===== src/rtl/calc_pkg.sv =====
// Shared types and constants for the calculator datapath.
package calc_pkg;

  localparam int unsigned CALC_WIDTH = 4;

  typedef enum logic [1:0] {
    DIV_IDLE,
    DIV_CALC,
    DIV_DONE
  } div_state_t;

endpackage


===== src/rtl/subtraction.sv =====
// Combinational ripple-borrow subtractor: diff = a - b, borrow_out set when a < b.
module subtraction #(
  parameter int unsigned WIDTH = 5
) (
  input  logic [WIDTH-1:0] a,
  input  logic [WIDTH-1:0] b,
  output logic [WIDTH-1:0] diff,
  output logic             borrow_out
);

  logic br;

  always_comb begin
    diff = '0;
    br   = 1'b0;
    for (int unsigned i = 0; i < WIDTH; i++) begin
      diff[i] = a[i] ^ b[i] ^ br;
      br      = (~a[i] & b[i]) | (~(a[i] ^ b[i]) & br);
    end
    borrow_out = br;
  end

endmodule


===== src/rtl/division.sv =====
// Sequential unsigned restoring divider: one quotient bit per clock, start/done handshake.
module division
  import calc_pkg::*;
#(
  parameter int unsigned WIDTH = CALC_WIDTH
) (
  input  logic             clk,
  input  logic             rst_n,
  input  logic             start,
  input  logic [WIDTH-1:0] dividend,
  input  logic [WIDTH-1:0] divisor,
  output logic             busy,
  output logic             done,
  output logic [WIDTH-1:0] quotient,
  output logic [WIDTH-1:0] remainder,
  output logic             div_by_zero
);

  localparam int unsigned CW = (WIDTH > 1) ? $clog2(WIDTH) : 1;

  div_state_t       state_q, state_d;
  logic [WIDTH-1:0] q_q, q_d;
  logic [WIDTH-1:0] r_q, r_d;
  logic [WIDTH-1:0] dvs_q, dvs_d;
  logic [CW-1:0]    cnt_q, cnt_d;
  logic [WIDTH-1:0] quot_q, quot_d;
  logic [WIDTH-1:0] rem_q, rem_d;
  logic             dbz_q, dbz_d;

  logic [WIDTH:0]   trial;
  logic [WIDTH:0]   diff;
  logic             borrow;
  logic             diff_msb_unused;
  logic [WIDTH-1:0] r_nxt;
  logic [WIDTH-1:0] q_nxt;

  // Partial remainder shifted left with the next dividend bit brought in.
  assign trial = {r_q, q_q[WIDTH-1]};

  subtraction #(
    .WIDTH(WIDTH + 1)
  ) u_sub (
    .a         (trial),
    .b         ({1'b0, dvs_q}),
    .diff      (diff),
    .borrow_out(borrow)
  );

  // With r < divisor the successful difference always fits in WIDTH bits.
  assign diff_msb_unused = diff[WIDTH];

  assign r_nxt = borrow ? trial[WIDTH-1:0] : diff[WIDTH-1:0];
  assign q_nxt = {q_q[WIDTH-2:0], ~borrow};

  always_comb begin
    state_d = state_q;
    q_d     = q_q;
    r_d     = r_q;
    dvs_d   = dvs_q;
    cnt_d   = cnt_q;
    quot_d  = quot_q;
    rem_d   = rem_q;
    dbz_d   = dbz_q;
    case (state_q)
      DIV_IDLE: begin
        if (start) begin
          if (divisor == '0) begin
            quot_d  = '1;
            rem_d   = dividend;
            dbz_d   = 1'b1;
            state_d = DIV_DONE;
          end else begin
            q_d     = dividend;
            r_d     = '0;
            dvs_d   = divisor;
            dbz_d   = 1'b0;
            cnt_d   = CW'(WIDTH - 1);
            state_d = DIV_CALC;
          end
        end
      end
      DIV_CALC: begin
        q_d   = q_nxt;
        r_d   = r_nxt;
        cnt_d = cnt_q - CW'(1);
        if (cnt_q == '0) begin
          cnt_d   = '0;
          quot_d  = q_nxt;
          rem_d   = r_nxt;
          state_d = DIV_DONE;
        end
      end
      DIV_DONE: state_d = DIV_IDLE;
      default:  state_d = DIV_IDLE;
    endcase
  end

  always_ff @(posedge clk or negedge rst_n) begin
    if (!rst_n) begin
      state_q <= DIV_IDLE;
      q_q     <= '0;
      r_q     <= '0;
      dvs_q   <= '0;
      cnt_q   <= '0;
      quot_q  <= '0;
      rem_q   <= '0;
      dbz_q   <= 1'b0;
    end else begin
      state_q <= state_d;
      q_q     <= q_d;
      r_q     <= r_d;
      dvs_q   <= dvs_d;
      cnt_q   <= cnt_d;
      quot_q  <= quot_d;
      rem_q   <= rem_d;
      dbz_q   <= dbz_d;
    end
  end

  assign busy        = (state_q != DIV_IDLE);
  assign done        = (state_q == DIV_DONE);
  assign quotient    = quot_q;
  assign remainder   = rem_q;
  assign div_by_zero = dbz_q;

endmodule


===== config.mk =====
export PLATFORM = sky130hd
export DESIGN_NAME = division
export DESIGN_NICKNAME = d
export VERILOG_FILES = /design/src/rtl/calc_pkg.sv /design/src/rtl/subtraction.sv /design/src/rtl/division.sv
export SDC_FILE = /design/constraint.sdc
export NUM_CORES = 1
export LEC_CHECK = 0
export ABC_CLOCK_PERIOD_IN_PS = 6200
export BUFFER_PORTS_ARGS = -buffer_cell sky130_fd_sc_hd__buf_4
export CAP_MARGIN = 20
export CORE_UTILIZATION = 42
export CTS_CLUSTER_SIZE = 16
export DETAILED_ROUTE_END_ITERATION = 16
export MAX_ROUTING_LAYER = met4
export SYNTH_ARGS = -nofsm -noshare
export SYNTH_HDL_FRONTEND = slang
export SYNTH_SLANG_ARGS = --single-unit

===== constraint.sdc =====
create_clock -name clk -period 6.2 [get_ports clk]
set_input_delay 1.24 -clock clk [delete_from_list [all_inputs] [get_ports clk]]
set_output_delay 1.24 -clock clk [all_outputs]
set_load 0.1 [all_outputs]

# Word-level counts from Yosys, hierarchy flattened
# Index checks and enable logic that the tools add are counted.
[totals]
word_cells = 77
input_bits = 11
reg_bits = 25
[op_classes]
n_mux = 24
n_bitwise = 28
addsub = 1
n_eq_ne = 6
reduce_logical = 10
[op_table]
columns = ["operator", "n"]
rows = [
  ["2-to-1 mux 4 bit", 11],
  ["one-hot mux 4 bit (2 select lines)", 4],
  ["2-to-1 mux 2 bit", 6],
  ["NOT 1 bit", 10],
  ["AND 1 bit", 8],
  ["inequality test 2 bit (second input constant)", 4],
  ["one-hot mux 2 bit (2 select lines)", 2],
  ["bitwise XOR 1 bit", 7],
  ["AND reduction 3 bit", 2],
  ["logical NOT 2 bit", 2],
  ["logical NOT 4 bit", 1],
  ["AND reduction 2 bit", 2],
  ["AND reduction 4 bit", 1],
  ["nonzero test 2 bit", 2],
  ["OR 1 bit", 3],
  ["== test 2 x 1 -> 1 bit (second input constant)", 1],
  ["== test 2 bit (second input constant)", 1],
  ["subtractor 2 x 1 -> 2 bit (second input constant)", 1],
  ["2-to-1 mux 1 bit", 1],
]

# Longest topological paths before layout
# Gate-level depths: netlist (run 1).
[logic_depth]
word_depth = 12
mapped_depth = 9
depth_no_buf = 9

# By module
# From an unflattened synthesis (run 1), not the netlist that was laid out.
[hier_totals]
cells_unflattened = 118
area_unflattened_um2 = 1293.7
[modules_own_cells]
columns = ["mod", "area_each_um2", "seq_area_each_um2", "instances", "cells_per_inst"]
rows = [
  ["division", 1156.1, 625.6, 1, 101],
  ["subtraction", 137.6, 0.0, 1, 17],
]

# Worst setup path before layout (run 1)
# Ideal clock, no wire load.
[synth_timing]
path_kind = "register to output"
from = "reg state_q[1]"
to = "out done"
path_slack_ns = 3.106
required_ns = 4.960
stages_incl_launch_ff = 2
t_arrival_ns = 1.854
path_cell_list = "dfrtp_1 > nor2b_1"
[synth_via]
elab_chain_cells = 1
[synth_lines]
columns = ["item", "line", "rtl"]
rows = [
  ["start: declaration", "division.sv:21", "div_state_t state_q, state_d;"],
  ["start signal: assignment", "division.sv:109", "state_q <= state_d;"],
  ["== test 2 bit", "division.sv:121", "assign done = (state_q == DIV_DONE);"],
  ["end: declaration", "division.sv:13", "output logic done,"],
]
# No other way between the ends.

# Worst setup path after layout (run 1)
[layout_timing]
from = "reg q_q[3]"
to = "reg rem_q[1] (netlist: remainder[1])"
[layout_via]
elab_chain_cells = 12
word_cells_on_any_way = 13
cone_classes = "mux (3); bitwise (10)"
[layout_lines]
columns = ["item", "line", "rtl"]
rows = [
  ["start: declaration", "division.sv:22", "logic [WIDTH-1:0] q_q, q_d;"],
  ["start signal: assignment", "division.sv:110", "q_q <= q_d;"],
  ["NOT 1 bit (*)", "subtraction.sv:18", "br = (~a[i] & b[i]) | (~(a[i] ^ b[i]) & br);"],
  ["AND 1 bit (*)", "subtraction.sv:18", ""],
  ["AND 1 bit", "subtraction.sv:18", ""],
  ["OR 1 bit", "subtraction.sv:18", ""],
  ["AND 1 bit", "subtraction.sv:18", ""],
  ["OR 1 bit", "subtraction.sv:18", ""],
  ["AND 1 bit", "subtraction.sv:18", ""],
  ["OR 1 bit", "subtraction.sv:18", ""],
  ["AND 1 bit", "subtraction.sv:18", ""],
  ["2-to-1 mux 4 bit (*)", "division.sv:52", "assign r_nxt = borrow ? trial[WIDTH-1:0] : diff[WIDTH-1:0];"],
  ["2-to-1 mux 4 bit (*)", "division.sv:86", "if (cnt_q == '0) begin"],
  ["one-hot mux 4 bit (2 select lines) (*)", "division.sv:64", "case (state_q)"],
  ["end signal: assignment", "division.sv:115", "rem_q <= rem_d;"],
  ["end: declaration", "division.sv:27", "logic [WIDTH-1:0] rem_q, rem_d;"],
]
# Mark *: on every way between the ends. The rest lies on a longest branch, timed or not. The select of a mux whose other input is x is not followed.
# A chain may end at the register's enable or synchronous reset.

==> results of run 1 <==
[worst register-to-register path, delay by kind of cell, from the launching register on]
family	cells	cell delay (ps)
DFF	1	410
adders and majority gates	4	1400
and+or+nand+nor	1	180
buffers and inverters	1	60
AOI/OAI and AO/OA	2	420
muxes	1	140
[synth_stat cells, types with 2 or more instances]
library cell   n  share of area (%)
a21o_1         4                2.5
buf_2          2               0.83
nand2b_1       2                1.0
a211oi_1       4                2.5
nor2b_1        2                1.0
nor3b_1        4                2.5
a21oi_1        6                2.5
nand2_1        8                2.5
inv_1         10                3.1
o21ai_1        5                2.1
mux2i_1        8                6.6
mux2_1         5                4.7
fa_1           3                5.0
o22a_1         4                2.9
nor2_1         3               0.93
dfrtp_1       25                 52
[sequential cells by signal, indices dropped and copies added, names as in the netlist]
| name | cells |
|---|---|
| dvs_q | 4 |
| div_by_zero | 1 |
| state_q | 2 |
| q_q | 4 |
| cnt_q | 2 |
| quotient | 4 |
| r_q | 4 |
| remainder | 4 |
[per-layer routing]
metal,vias up,track usage [%],part of all wire (%)
li1,398,-,-
met2,20,26.68,48
met3,4,2.093,4.0
met1,399,23.63,47
met5,-,-,0
met4,0,7.500,1.4
[how the worst min path moves through the flow]
| stage | slack (ps) | from | endpoint |
|---|---|---|---|
| global route | 550 | quotient[1]$_DFFE_PN0P_ | quotient[1]$_DFFE_PN0P_ |
| CTS | 520 | div_by_zero$_DFFE_PN0P_ | div_by_zero$_DFFE_PN0P_ |
| global placement | 480 | div_by_zero$_DFFE_PN0P_ | div_by_zero$_DFFE_PN0P_ |
| floorplan | 470 | dvs_q[0]$_DFFE_PN0P_ | dvs_q[0]$_DFFE_PN0P_ |
| finish | 510 | div_by_zero$_DFFE_PN0P_ | div_by_zero$_DFFE_PN0P_ |
| detailed placement | 490 | div_by_zero$_DFFE_PN0P_ | div_by_zero$_DFFE_PN0P_ |
[layout make-up]
class                   instances  area, um^2  area share, %
well taps                      31       38.79          2.726
repair buffers                 21       157.7          11.08
inverters                      10       37.54          2.639
flip-flops and latches         25       625.6          43.98
multi-input cells              65       536.8          37.73
clock buffers                   4       26.28          1.847
[stage by stage]
stage	setup WS, ps	hold slack, ps	util (%)	instances
finish	3543	508.0	52.04	156
global route	3347	551.6	52.04	156
CTS	3544	516.5	52.04	156
detailed placement	3588	486.1	51.08	152
global placement	3587	475.4	51.08	152
floorplan	3106	468.4	-	102
[logic make-up after synthesis]
| logic type | count (synthesis) |
|---|---|
| and+or+nand+nor | 23 |
| adders and majority gates | 4 |
| DFF | 25 |
| muxes | 13 |
| AOI/OAI and AO/OA | 25 |
| buffers and inverters | 12 |
==> summary.txt, run 1 <==
Critical path
  • Crit Path Class: reg -> reg
  • CP Cell Sequence: inv_1 > ha_1 > fa_1 > fa_1 > fa_1 > nor3b_1 > a211oi_1 > a21oi_1 > mux2i_1
  • Worst-path maximum fanout: 5
  • Worst setup SP type: register
  • Cell count of the worst reg-to-reg path: 9
  • Critical-path top delay cell: fa_1
  • Critical Path AT: 2910 ps
  • Reg2reg start: q_q[3]$_DFFE_PN0P_
  • Critical Path Max Stage Delay: 440 ps
  • CP endpoint: remainder[1]$_DFFE_PN0P_
  • Top delay family on crit path: adder cells
  • CP dominant cell by count: fa_1
  • Crit path launch: q_q[3]$_DFFE_PN0P_
  • R2r endpoint: remainder[1]$_DFFE_PN0P_
  • CP bufs+invs: 1
  • Worst path depth: 9
  • Worst setup EP type: register
  • Critical path required time: 6450 ps
  • R2r setup slk: 3540 ps

Detailed routing
  • Post-Route WL: 2218 um
  • Via count: 821
  • Post-route ant nets: 0
  • DRC viols: 0
  • Initial drt markers: 7
  • DR WL/cell: 14.22 um
  • Router iterations before antenna repair: 4
  • Vias per cell: 5.263

Timing
  • Slew Limit Fails: 0
  • # setup viols final: 0
  • Setup tns final: 0 ps
  • Actual slew at the worst max-slew pin: 574.6 ps
  • Max Freq: 376.4 MHz
  • Period utilization: 42.85%
  • Crit path time final: 2657 ps
  • RSZ-0062 raised after global routing: no
  • Slew headroom: 61.61%
  • Clk_skew: 7.871 ps
  • Hold Fails Final Rpt: 0

Placed design
  • GP Congestion: 0.8174
  • Placed inst area: 1396 um^2
  • IO buf count: 21
  • Final HPWL DP: 1710 um

Layout
  • Commonest non-fill, non-tap cell in the layout: dfrtp_1
  • Most frequent cells in the layout: 25 x dfrtp_1, 21 x buf_4, 10 x inv_1
  • Design Area, Final: 1423 um^2
  • Layout filler cell count: 258
  • Nets@finish: 141
  • Layout cells sized above 1: 23.20%
  • Ant diodes: 0
  • Area grow syn2layout: 17.58%

Clock tree
  • Hold Buf Count CTS: 0
  • Post-CTS Setup Inserts: 0
  • TritonCTS clock tree: yes
  • CTS buffer count: 3
  • Clk Latency, worst-skew pair: 320 ps
  • CTS Sinks: 25
  • Clock transition at path regs: 130 ps
  • Clock Path Buffers: 2
  • CTS Root Cell: clkbuf_4
  • CTS-repair resized insts: 0
  • H-tree Lvls: 1

Job
  • Max-cap viol count: 0

Synth
  • Post-synthesis simple-gate area fraction: 12.93%
  • Top FF cell, synth: dfrtp_1
  • Multiplexer area fraction after synthesis: 11.27%
  • Compound-Gate Fraction of Synth Area: 14.17%
  • Synthesized flop and latch total: 25
  • Largest family of logic cells by synthesized area: compound AO/OA/AOI/OAI gates
  • Synth Area in Adders: 5.998%
  • Xor/xnor share of the synthesized area: 0%
  • Yosys warns: 0
  • Gate Count Post-Synth: 102
  • Synth Area per Inst: 11.86 um^2
  • FFs w/ async S/R, synth: 100.0%
  • Synth Cell Area: 1210 um^2
  • Number of enable flip-flop cells after synthesis: 0
  • Sequential share of the synthesized area: 51.71%
  • Syn_nets: 117
  • Cell variety after synth: 23

GRT
  • First-pass GRT wire length: 4071 um
  • Grt ovf: 0
  • Vias in the first global route: 861
  • Antenna violations before repair: 0
  • Gr usage total: 17.46%
  • Pin count of the biggest net entering global routing: 26

Die
  • Die Height: 55.67 um
  • Core box area: 2734 um^2
  • # rows: 19
  • Die area: 3099 um^2
  • Ports: 22
  • Starting Density: 44.26%
  • Die width: 55.67 um

Hold path
  • Hold path depth: 1
  • Min-delay worst type: reg -> reg

Outcome
  • Status: finished, final reports clean
Power of run 1 is not shown: default switching activity piles up to over one toggle a cycle in this logic, so the estimate is an artifact.
==> inputs of run 2 (changes only) <==
--- a/config.mk
+++ b/config.mk
@@ -5,7 +5,8 @@
 export SDC_FILE = /design/constraint.sdc
 export NUM_CORES = 1
 export LEC_CHECK = 0
-export ABC_CLOCK_PERIOD_IN_PS = 6200
+export ABC_AREA = 1
+export ABC_CLOCK_PERIOD_IN_PS = 2600
 export BUFFER_PORTS_ARGS = -buffer_cell sky130_fd_sc_hd__buf_4
 export CAP_MARGIN = 20
 export CORE_UTILIZATION = 42
==> constraint.sdc (replaced) <==
create_clock -name clk -period 2.6 [get_ports clk]
set_input_delay 0.52 -clock clk [delete_from_list [all_inputs] [get_ports clk]]
set_output_delay 0.52 -clock clk [all_outputs]
set_load 0.1 [all_outputs]
==> run 2 against run 1 <==
The run now ends with DRC left. Register-to-register slack worse by 3400 ps. Critical endpoint unchanged. Largest cell class unchanged. Via count is 37% higher. Critical path type unchanged. Worst setup slack worse by 3400 ps. Synthesized cell count is 64% higher. Flip-flop and latch count stayed put. Utilization is 0.90 points higher.
==> summary.txt, run 2 <==
Timing
  • Slew headroom: 58.09%
  • Clk_skew: 17.25 ps
  • RSZ-0062 raised after global routing: no
  • Setup tns final: 0 ps
  • # setup viols final: 0
  • Hold Fails Final Rpt: 0
  • Actual slew at the worst max-slew pin: 627.1 ps
  • Slew Limit Fails: 0
  • Period utilization: 93.23%
  • Max Freq: 412.6 MHz
  • Crit path time final: 2424 ps

Placed design
  • IO buf count: 21
  • GP Congestion: 0.8010
  • Final HPWL DP: 2064 um
  • Placed insts: 216

Clock tree
  • CTS-repair resized insts: 0
  • H-tree Lvls: 1
  • Clk Latency, worst-skew pair: 340 ps
  • CTS Root Cell: clkbuf_4
  • CTS buffer count: 3
  • Clock Path Buffers: 2
  • Post-CTS Setup Inserts: 0
  • Clock transition at path regs: 150 ps
  • Hold Buf Count CTS: 0
  • TritonCTS clock tree: yes
  • CTS Sinks: 25

Synth
  • Top FF cell, synth: dfrtp_1
  • Cell variety after synth: 16
  • Syn_nets: 182
  • Yosys warns: 0
  • Sequential share of the synthesized area: 48.31%
  • Largest area contributor in the netlist: dfrtp_1
  • Gate Count Post-Synth: 167
  • Synth top area share: 48.31%
  • FFs w/ async S/R, synth: 100.0%
  • Synth Cell Area: 1295 um^2
  • Synth top area cells: dfrtp_1 48%, nand2_1 18%, nand3_1 12%
  • Number of enable flip-flop cells after synthesis: 0
  • Count leader, synth: nand2_1
  • Synth Area per Inst: 7.754 um^2
  • Synth top cells by count: 62 x nand2_1, 32 x nand3_1, 25 x dfrtp_1
  • Synthesized flop and latch total: 25

GRT
  • Gr usage total: 19.46%
  • First-pass GRT wire length: 4671 um
  • Vias in the first global route: 1041
  • Grt ovf: 0
  • Antenna violations before repair: 0
  • Pin count of the biggest net entering global routing: 26

Layout
  • Area of the multi-input gates: 563.0 um^2
  • Layout cells sized above 1: 16.40%
  • Seq. cell area: 625.6 um^2
  • Layout filler cell count: 276
  • Ant diodes: 0
  • Most frequent cells in the layout: 62 x nand2_1, 32 x nand3_1, 25 x dfrtp_1
  • Area grow syn2layout: 15.65%
  • Commonest non-fill, non-tap cell in the layout: nand2_1
  • Fin cells: 220
  • Nets@finish: 205

Die
  • Die width: 57.53 um
  • # rows: 19
  • Die area: 3309 um^2
  • Ports: 22
  • Die Height: 57.53 um
  • Starting Density: 45.78%
  • Core box area: 2829 um^2

Critical path
  • Worst setup SP type: register
  • R2r setup slk: 180 ps
  • Critical Path AT: 2660 ps
  • Crit path launch: q_q[3]$_DFFE_PN0P_
  • Cell count of the worst reg-to-reg path: 11
  • Worst setup EP type: register
  • Critical path required time: 2840 ps
  • Crit Path Class: reg -> reg
  • R2r endpoint: remainder[1]$_DFFE_PN0P_
  • Worst-path maximum fanout: 6
  • Reg2reg start: q_q[3]$_DFFE_PN0P_

Outcome
  • Status: finished, violations left
  • Violated checks: DRC

Detailed routing
  • DRC viols: 3
  • Initial drt markers: 55
  • Post-route ant nets: 0
  • Via count: 1123
  • Router iterations before antenna repair: 12
  • DR WL/cell: 12.52 um
  • Post-Route WL: 2755 um
  • Vias per cell: 5.105

Hold path
  • Min-delay worst type: in -> async

Job
  • Max-cap viol count: 0
run 2: changes by cell type after synthesis, moves of 5 or more:
| cell | change |
|---|---|
| o21ai_0 | +5 |
| nand3_1 | +32 |
| inv_1 | +8 |
| o21ai_1 | -5 |
| mux2i_1 | -8 |
| mux2_1 | -5 |
| nand2_1 | +54 |
| nor2_1 | +6 |
run 2: worst max path at each step:
| stage | slack (ps) | cells after the start | end |
|---|---|---|---|
| after floorplan | 370 | 2 | done |
| after global placement | 280 | 11 | remainder[0]$_DFFE_PN0P_ |
| after detailed placement | 200 | 11 | remainder[1]$_DFFE_PN0P_ |
| after CTS | 180 | 11 | remainder[1]$_DFFE_PN0P_ |
| after global routing | 40 | 11 | remainder[0]$_DFFE_PN0P_ |
| final | 180 | 11 | remainder[1]$_DFFE_PN0P_ |
run 2: final cells by class:
class,instances,area share (%)
tap,31,2.590
clock buffer,3,1.504
multi-input combinational,118,37.59
clock inverter,1,0.5013
timing repair buffer,22,11.03
inverter,20,5.013
sequential,25,41.77
run 2: through the flow:
stage	utilization [%]	setup WS [ps]	hold WS (ps)	area [um^2]
6_report	52.94	176.1	44.42	1498
5_1_grt	52.94	40.35	43.55	1498
4_1_cts	52.94	179.4	42.76	1498
3_5_place_dp	51.88	195.7	443.9	1468
3_3_place_gp	51.88	277.0	438.9	1468
2_1_floorplan	-	369.5	224.4	1295
run 2: metal layers:
| metal | part of all wire (%) | wire length [um] | GRT usage (%) |
|---|---|---|---|
| met1 | 47 | 1289 | 26.61 |
| met2 | 46 | 1267 | 28.90 |
| met3 | 5.7 | 156 | 2.721 |
| met4 | 1.5 | 41 | 8.362 |
| met5 | 0 | 0 | - |
run 2: worst max-delay path: stages, from the launching register on:
cell	delay, ps
dfrtp_1	400
inv_1	60
ha_1	200
fa_1	380
fa_1	400
fa_1	400
inv_1	70
nor2_1	100
nand3_1	130
nand3_1	90
nand2_1	80
nand2_1	40
run 2: cell families (layout without fill, tap and decap cells):
| kind of cell | Yosys count | count (layout) | share of synthesized area (%) |
|---|---|---|---|
| buf+inv | 24 | 46 | 8.212 |
| simple gates | 106 | 106 | 34.78 |
| compound gates | 8 | 8 | 3.092 |
| flops | 25 | 25 | 48.31 |
| fa+ha+maj | 4 | 4 | 5.604 |
Power of run 2 is left out for the same reason.
